**src/rtl/dmem_bus_arbiter.sv**
```systemverilog
// dmem_bus_arbiter: shares one data-memory/MMIO slave port between two bus masters
//
// M0 is the core data port, M1 the UART loader/DMA. One transaction runs at a time:
// IDLE -> ISSUE -> (WAIT_RD) -> IDLE. A write completes in its issue cycle. A read
// waits for s_read_valid_i and is aborted with an error after TIMEOUT_CYCLES wait cycles.
//
// Ports
//   clk, rst                   clock, synchronous active-high reset
//   mX_req_i/we_i/addr_i/
//   wdata_i/wmask_i            master request, held until mX_done_o
//   mX_gnt_o                   master owns the slave (registered)
//   mX_done_o/err_o/rdata_o    registered completion pulse, timeout flag, read data
//   s_*_o / s_read_*_i         slave port
//
// Configuration
//   ARB_ROUND_ROBIN_EN  defined: simultaneous requests go to the master not granted last.
//                       undefined: fixed priority, M0 beats M1.
module dmem_bus_arbiter #(
    parameter int TIMEOUT_CYCLES = 255
) (
    input  logic        clk,
    input  logic        rst,
    input  logic        m0_req_i,
    input  logic        m0_we_i,
    input  logic [31:0] m0_addr_i,
    input  logic [31:0] m0_wdata_i,
    input  logic [3:0]  m0_wmask_i,
    output logic        m0_gnt_o,
    output logic        m0_done_o,
    output logic        m0_err_o,
    output logic [31:0] m0_rdata_o,
    input  logic        m1_req_i,
    input  logic        m1_we_i,
    input  logic [31:0] m1_addr_i,
    input  logic [31:0] m1_wdata_i,
    input  logic [3:0]  m1_wmask_i,
    output logic        m1_gnt_o,
    output logic        m1_done_o,
    output logic        m1_err_o,
    output logic [31:0] m1_rdata_o,
    output logic [31:0] s_address_o,
    output logic [31:0] s_write_data_o,
    output logic [3:0]  s_write_mask_o,
    output logic        s_write_enable_o,
    output logic        s_read_enable_o,
    input  logic [31:0] s_read_data_i,
    input  logic        s_read_valid_i
);
    typedef enum logic [1:0] {IDLE, ISSUE, WAIT_RD} state_t;
    localparam logic [7:0] TO_LAST = 8'(TIMEOUT_CYCLES - 1);
    state_t      state_q, state_d;
    logic [1:0]  gnt_q, gnt_d, done_q, done_d;
    logic [7:0]  cnt_q, cnt_d;
    logic        last_q, last_d, err_q, err_d, fin;
    logic [31:0] rdata_q, rdata_d;
    logic        sel, busy, cur_we, pick_m1;
    assign sel    = gnt_q[1];
    assign busy   = state_q != IDLE;
    assign cur_we = sel ? m1_we_i : m0_we_i;
`ifdef ARB_ROUND_ROBIN_EN
    // on contention hand the slave to whoever did not finish last
    assign pick_m1 = m1_req_i & (~m0_req_i | ~last_q);
`else
    assign pick_m1 = m1_req_i & ~m0_req_i;
`endif
    assign s_address_o    = busy ? (sel ? m1_addr_i  : m0_addr_i)  : '0;
    assign s_write_data_o = busy ? (sel ? m1_wdata_i : m0_wdata_i) : '0;
    assign s_write_mask_o = busy ? (sel ? m1_wmask_i : m0_wmask_i) : '0;
    assign m0_gnt_o   = gnt_q[0];
    assign m1_gnt_o   = gnt_q[1];
    assign m0_done_o  = done_q[0];
    assign m1_done_o  = done_q[1];
    assign m0_err_o   = done_q[0] & err_q;
    assign m1_err_o   = done_q[1] & err_q;
    assign m0_rdata_o = done_q[0] ? rdata_q : '0;
    assign m1_rdata_o = done_q[1] ? rdata_q : '0;
    always_ff @(posedge clk) begin
        if (rst) begin
            state_q <= IDLE;
            gnt_q   <= '0;
            done_q  <= '0;
            err_q   <= 1'b0;
            cnt_q   <= '0;
            last_q  <= 1'b1;
            rdata_q <= '0;
        end else begin
            state_q <= state_d;
            gnt_q   <= gnt_d;
            done_q  <= done_d;
            err_q   <= err_d;
            cnt_q   <= cnt_d;
            last_q  <= last_d;
            rdata_q <= rdata_d;
        end
    end
    always_comb begin
        state_d          = state_q;
        gnt_d            = gnt_q;
        cnt_d            = cnt_q;
        last_d           = last_q;
        done_d           = '0;
        err_d            = 1'b0;
        rdata_d          = '0;
        fin              = 1'b0;
        s_write_enable_o = 1'b0;
        s_read_enable_o  = 1'b0;
        case (state_q)
            // the cycle after a done pulse is skipped so the finished master can drop req
            IDLE: if ((m0_req_i | m1_req_i) && done_q == 2'b00) begin
                gnt_d   = pick_m1 ? 2'b10 : 2'b01;
                state_d = ISSUE;
            end
            ISSUE: begin
                s_write_enable_o = cur_we;
                s_read_enable_o  = ~cur_we;
                cnt_d            = '0;
                fin              = cur_we;
                state_d          = cur_we ? IDLE : WAIT_RD;
            end
            WAIT_RD: begin
                s_read_enable_o = 1'b1;
                cnt_d           = cnt_q + 8'd1;
                rdata_d         = s_read_valid_i ? s_read_data_i : '0;
                fin             = s_read_valid_i | (cnt_q == TO_LAST);
                state_d         = fin ? IDLE : WAIT_RD;
            end
            default: state_d = IDLE;
        endcase
        if (fin) begin
            done_d = gnt_q;
            err_d  = (state_q == WAIT_RD) & ~s_read_valid_i;
            gnt_d  = '0;
            last_d = sel;
        end
    end
endmodule

```
**config.mk**
```make
export PLATFORM = sky130hd
export DESIGN_NAME = dmem_bus_arbiter
export DESIGN_NICKNAME = d
export VERILOG_FILES = /design/src/rtl/dmem_bus_arbiter.sv
export SDC_FILE = /design/constraint.sdc
export NUM_CORES = 1
export LEC_CHECK = 0
export CORE_AREA = 2 2 122 124
export CTS_CLUSTER_DIAMETER = 150
export DETAILED_ROUTE_END_ITERATION = 12
export DIE_AREA = 0 0 124 126
export SLEW_MARGIN = 40
export SYNTH_ARGS = -nofsm -noshare
export SYNTH_HDL_FRONTEND = slang
export SYNTH_SLANG_ARGS = --single-unit
```
**constraint.sdc**
```tcl
create_clock -name clk -period 2.2 [get_ports clk]
set_clock_uncertainty 0.15 [all_clocks]
set_input_delay 0.44 -clock clk [delete_from_list [all_inputs] [get_ports clk]]
set_output_delay 0.44 -clock clk [all_outputs]
set_load 0.01 [all_outputs]
```
==> results.tsv, run 1 <==
metric	value	unit
die-area	15600	um^2
clkPwrFrac	0.284	
overflow	0	
drt_iter0_drc	92	
min_path_cells	2	
fin_crit	2170	ps
fin_ws	30.4	ps
synthTopCellsByArea	dfxtp_1 31%, mux2i_1 22%, and2_1 20%, nor2_1 9.7%, ha_1 2.5%	
avgSynthCellArea	8.18	um^2
hold_viol_final	0	
status	finished, final reports clean	
antenna_found_initial	0	
initial_core_util	0.212	
htreeDepth	2	
avgRoutedWirePerCell	15.6	um
dpl_worst_slack	-292	ps
synthesis.nets	553	
grt_max_degree	36	
io_pins	315	
drc	0	
required	1610	ps
r2r_slack	440	ps
cts_buffers	5	
synth_common_cells	98 x and2_1, 79 x nor2_1, 68 x mux2i_1, 47 x dfxtp_1, 16 x clkbuf_1	
die_h	126	um
sequentialPowerShare	0.323	
root_buffer	clkbuf_16	
synth-edff-count	0	
ant_nets	0	
p_leak	0.00286	uW
layout.nets	884	
r2r_end	state_q[1]$_SDFFE_PP0P_	
slew_headroom	0.783	
grt_pass1_wl	19.6	mm
placed_cell_area	6570	um^2
max_cap_violations	0	
vdd_drop_max	0.350	mV
min_period_over_period	0.986	
dp_cells	871	
syn_to_final_growth	123	%
syn_area	3040	um^2
synth_most_common_cell	and2_1	
row_count	44	
synthFlopType	dfxtp_1	
viasPerCell	4.18	
fp.dieW	124	um
track_usage	0.161	
yosysTopAreaCell	dfxtp_1	
grt_pass1_vias	3793	
fin_area	6780	um^2
min-delay-start	cnt_q[0]$_SDFFE_PP0P_	
yosys_warnings	0	
ys_seq_elements	47	
slew_violations	0	
synth_top_area_frac	0.309	
dp_hpwl	11.2	mm
startpoint_type	register	
clkTransAtPathRegs	60	ps
numPortBuffers	314	
rsz0062_at_grt	true	
clockBufferDepth	2	
clk_latency	280	ps
timing.fmax	461	MHz
drive_gt1_frac	0.0895	
wl	13.8	mm
hold_path.class	reg -> reg	
powerDensity	399	nW/um^2
postCtsHoldBufs	0	
final-setup-viol-count	0	
nFillCells	1413	
criticalPathCategory	reg -> out	
dr.pass1.iters	4	
hold_end	cnt_q[0]$_SDFFE_PP0P_	
crit_fanout	5	
dr_total_vias	3716	
ys_seq_area_frac	0.309	
place.gp.congestion	0.835	
synthCells	372	
p_int	1950	uW
synthArstFlopShare	0	
rr_worst_depth	6	
regToRegStartpoint	gnt_q[1]$_SDFFE_PP0P_	
tightest_slew	322	ps
cts.sinks	47	
comb_power_share	0.393	
worst-endpoint-arrival	1580	ps
synth_cell_types	32	
fin_cells	888	
power.switching	749	uW
end_kind	output port	
core_area	14300	um^2
cts_tree	yes	
p_sw_frac	0.277	
antenna_cells	0	
## sequential cells by signal (all words and copies together), names as in the netlist
name     count
err_q        1
state_q      2
gnt_q        2
done_q       2
rdata_q     32
cnt_q        8
## critical path: stages, from the launching register on
cell and delay (ps):
dfxtp_4 420, buf_4 150, mux2i_4 290, buf_6 140
a21oi_2 60, nor2_1 100, buf_2 140
## power groups by stage
stage / clock [uW] / combinational, uW / sequential, uW
floorplan: 0 / 390 / 888
global placement: 0 / 1090 / 889
detailed placement: 0 / 1100 / 890
CTS: 793 / 1050 / 872
global route: 835 / 1140 / 873
finish: 768 / 1060 / 872
## per-stage QoR
stage	util	hold WS, ps	setup TNS [ps]	power [uW]
floorplan	-	321	0	1280
global placement	0.459	331	-1820	1980
detailed placement	0.459	336	-2070	1990
CTS	0.468	346	-215	2710
global route	0.474	367	-43.1	2850
finish	0.474	345	0	2700
## cells by family after synthesis
logic type      share of synthesized area
buf+inv                            0.0453
xor+xnor                           0.0173
mux                                 0.231
fa+ha+maj                          0.0247
compound gates                     0.0313
flops                               0.309
simple gates                        0.341
## cell usage in the layout, fill, tap and decap left out, types with 2 or more instances in the layout
cell	Yosys	layout
mux2i_1	68	64
nor2_2	0	3
xor2_1	6	6
clkbuf_16	0	6
nand4_1	2	2
nand2_1	5	5
a21oi_1	5	4
inv_1	6	6
buf_12	0	5
nor2_1	79	76
dlygate4sd2_1	0	58
dlymetal6s2s_1	0	2
clkdlybuf4s15_1	0	6
buf_4	1	28
o21ai_1	2	2
clkdlybuf4s50_1	0	244
mux2i_2	0	4
buf_2	8	4
and2_1	98	98
nand3_1	4	4
buf_6	0	3
ha_1	6	5
a32oi_1	2	2
dfxtp_1	47	46
## what timing repair did
item,in CTS,in global routing
setup endpoints to repair,70,24
resized for setup,89,15
hold endpoints to repair,0,0
cloned,0,1
buffers inserted,5,3
pin swaps,1,0
## final cells by class
type                            instances  area [um^2]  area share
Clock buffer                            6          139      0.0205
Tap cell                              184          230      0.0340
Inverter                                6         22.5     0.00332
Multi-Input combinational cell        292         2000       0.296
Timing Repair Buffer                  351         3420       0.505
Clock inverter                          2         13.8     0.00203
Sequential cell                        47          945       0.139
## how the worst max path moves through the flow
stage	from	to	depth (start not counted)
after detailed placement	m0_we_i	s_read_enable_o	5
after CTS	state_q[0]$_SDFFE_PP0P_	s_write_data_o[5]	5
final	gnt_q[1]$_SDFFE_PP0P_	s_read_enable_o	6
after global routing	gnt_q[1]$_SDFFE_PP0P_	s_read_enable_o	6
after floorplan	state_q[0]$_SDFFE_PP0P_	s_write_data_o[14]	6
after global placement	m0_we_i	s_read_enable_o	5
## routing by layer
metal	part of all wire	track usage	up-vias
met5	0	0	-
met4	0.014	0.0324	0
met3	0.11	0.0507	12
met2	0.51	0.310	159
met1	0.37	0.169	1682
li1	-	-	1863
(Power assumes the default switching activity.)
==> inputs of run 2 (changes only) <==
- CORE_AREA: 2 2 122 124 -> 5 5 118 120
- DIE_AREA: 0 0 124 126 -> 0 0 123 125
- PLACE_DENSITY: not set -> 0.69
- SKIP_CTS_REPAIR_TIMING: not set -> 1
==> run 2 against run 1 <==
  * Sequential share of layout area is 0.24 points lower
  * Count of clock-buffer cells in the layout rose by 1
  * Combinational power about the same
  * Highest routed layer unchanged
==> results.tsv, run 2 (synthesis results as in run 1) <==
metric	value	unit
layout_commonest_cell	clkdlybuf4s50_1	
hold_viol_final	0	
status	finished, final reports clean	
nFillCells	1172	
grt_busiest_layer	met2	
rsz0062_at_grt	false	
viasPerCell	4.29	
largest_register_ffs	32	
antenna_found_initial	0	
clkTransAtPathRegs	60	ps
timing.fmax	475	MHz
slew_violations	0	
layout_common_cells	243 x clkdlybuf4s50_1, 98 x and2_1, 78 x nor2_1	
htreeDepth	2	
hold_path.class	reg -> reg	
grt_pass1_wl	20.7	mm
use_met1	0.176	
dp_hpwl	11.3	mm
dr_total_vias	3711	
place.gp.congestion	0.893	
max_cap_violations	0	
die-area	15400	um^2
io_pins	315	
slowest_stage	clkdlybuf4s50_1	
fin_crit	2110	ps
layout.nets	869	
power	2830	uW
antenna_cells	0	
ant_nets	0	
met2_usage	0.313	
startpoint_type	register	
clockBufferDepth	2	
dr.pass1.iters	4	
row_count	42	
core_area	12900	um^2
required	1610	ps
syn_to_final_growth	128	%
drt_iter0_drc	72	
grt_pass1_vias	3908	
fp.dieW	123	um
die_h	125	um
slew_headroom	0.799	
drc	0	
min_period_over_period	0.957	
criticalPathCategory	reg -> out	
dp_cells	854	
clk_latency	280	ps
cts_tree	yes	
final-setup-viol-count	0	
grt_max_degree	46	
p_leak	0.00365	uW
end_kind	output port	
powerDensity	408	nW/um^2
vdd_drop_max	0.288	mV
tightest_slew	297	ps
track_usage	0.167	
initial_core_util	0.236	
root_buffer	clkbuf_16	
wl	14.2	mm
drive_gt1_frac	0.0566	
regMostFlops	rdata_q	
numPortBuffers	314	
fin_cells	865	
avgRoutedWirePerCell	16.4	um
worst-endpoint-arrival	1520	ps
crit_fanout	35	
path_cells	buf_12 -> and2_1 -> clkdlybuf4s50_1	
reg_top3	rdata_q: 32 flops, cnt_q: 8 flops	
max_stage_delay	560	ps
overflow	0	
cts.sinks	47	
cts_buffers	5	
grt_util_met3	0.0556	
-- run 2: cell count changes in the layout (fill, tap and decap cells not counted), moves of 4 or more --
cell / change
mux2i_2: -4
mux2i_1: +4
clkdlybuf4s15_1: -6
buf_4: -14
dlygate4sd2_1: -58
dlymetal6s2s_1: +69
buf_2: -4
-- run 2: final timing paths --
| path | to | start | cells after the start | slack (ps) |
|---|---|---|---|---|
| worst max register to register | state_q[1]$_SDFFE_PP0P_ | gnt_q[1]$_SDFFE_PP0P_ | 5 | 490 |
| worst min-delay path | done_q[0]$_SDFF_PP0_ | gnt_q[0]$_SDFFE_PP0P_ | 1 | 350 |
| worst max-delay path | m1_rdata_o[25] | done_q[1]$_SDFF_PP0_ | 3 | 90 |
| worst min register to register | done_q[0]$_SDFF_PP0_ | gnt_q[0]$_SDFFE_PP0P_ | 1 | 350 |
-- run 2: cell type report --
class	instances	area, um^2	area share
clock buffer	7	154	0.0222
sequential	47	950	0.137
clock inverter	1	30.0	0.00433
tap	176	220	0.0318
multi-input combinational	292	1970	0.285
inverter	6	22.5	0.00325
timing repair buffer	336	3580	0.517
-- run 2: metrics by stage --
stage | setup WS, ps | instance area (um^2) | setup TNS, ps | hold slack, ps | util
detailed placement | -220 | 6510 | -935 | 342 | 0.506
CTS | -310 | 6700 | -14760 | 351 | 0.520
finish | 94.5 | 6930 | 0 | 345 | 0.538
floorplan | 230 | 3040 | 0 | 321 | -
global placement | -230 | 6510 | -673 | 335 | 0.506
global route | 4.33 | 6930 | 0 | 370 | 0.538
-- run 2: critical path: cells and delay by family (launching register included) --
kind          cells  cell delay (ps)
simple gates      1              150
buf+inv           2              730
flops             1              350
-- run 2: power breakdown --
part           total, uW  internal (uW)  switching, uW
clock network        915            606            309
logic               1040            644            394
registers            876            861           15.0
-- run 2: metal layers --
| layer | vias to the layer above | wire [um] |
|---|---|---|
| li1 | 1833 | - |
| met1 | 1707 | 5300 |
| met2 | 153 | 7310 |
| met3 | 18 | 1310 |
| met4 | 0 | 288 |
| met5 | - | 0 |
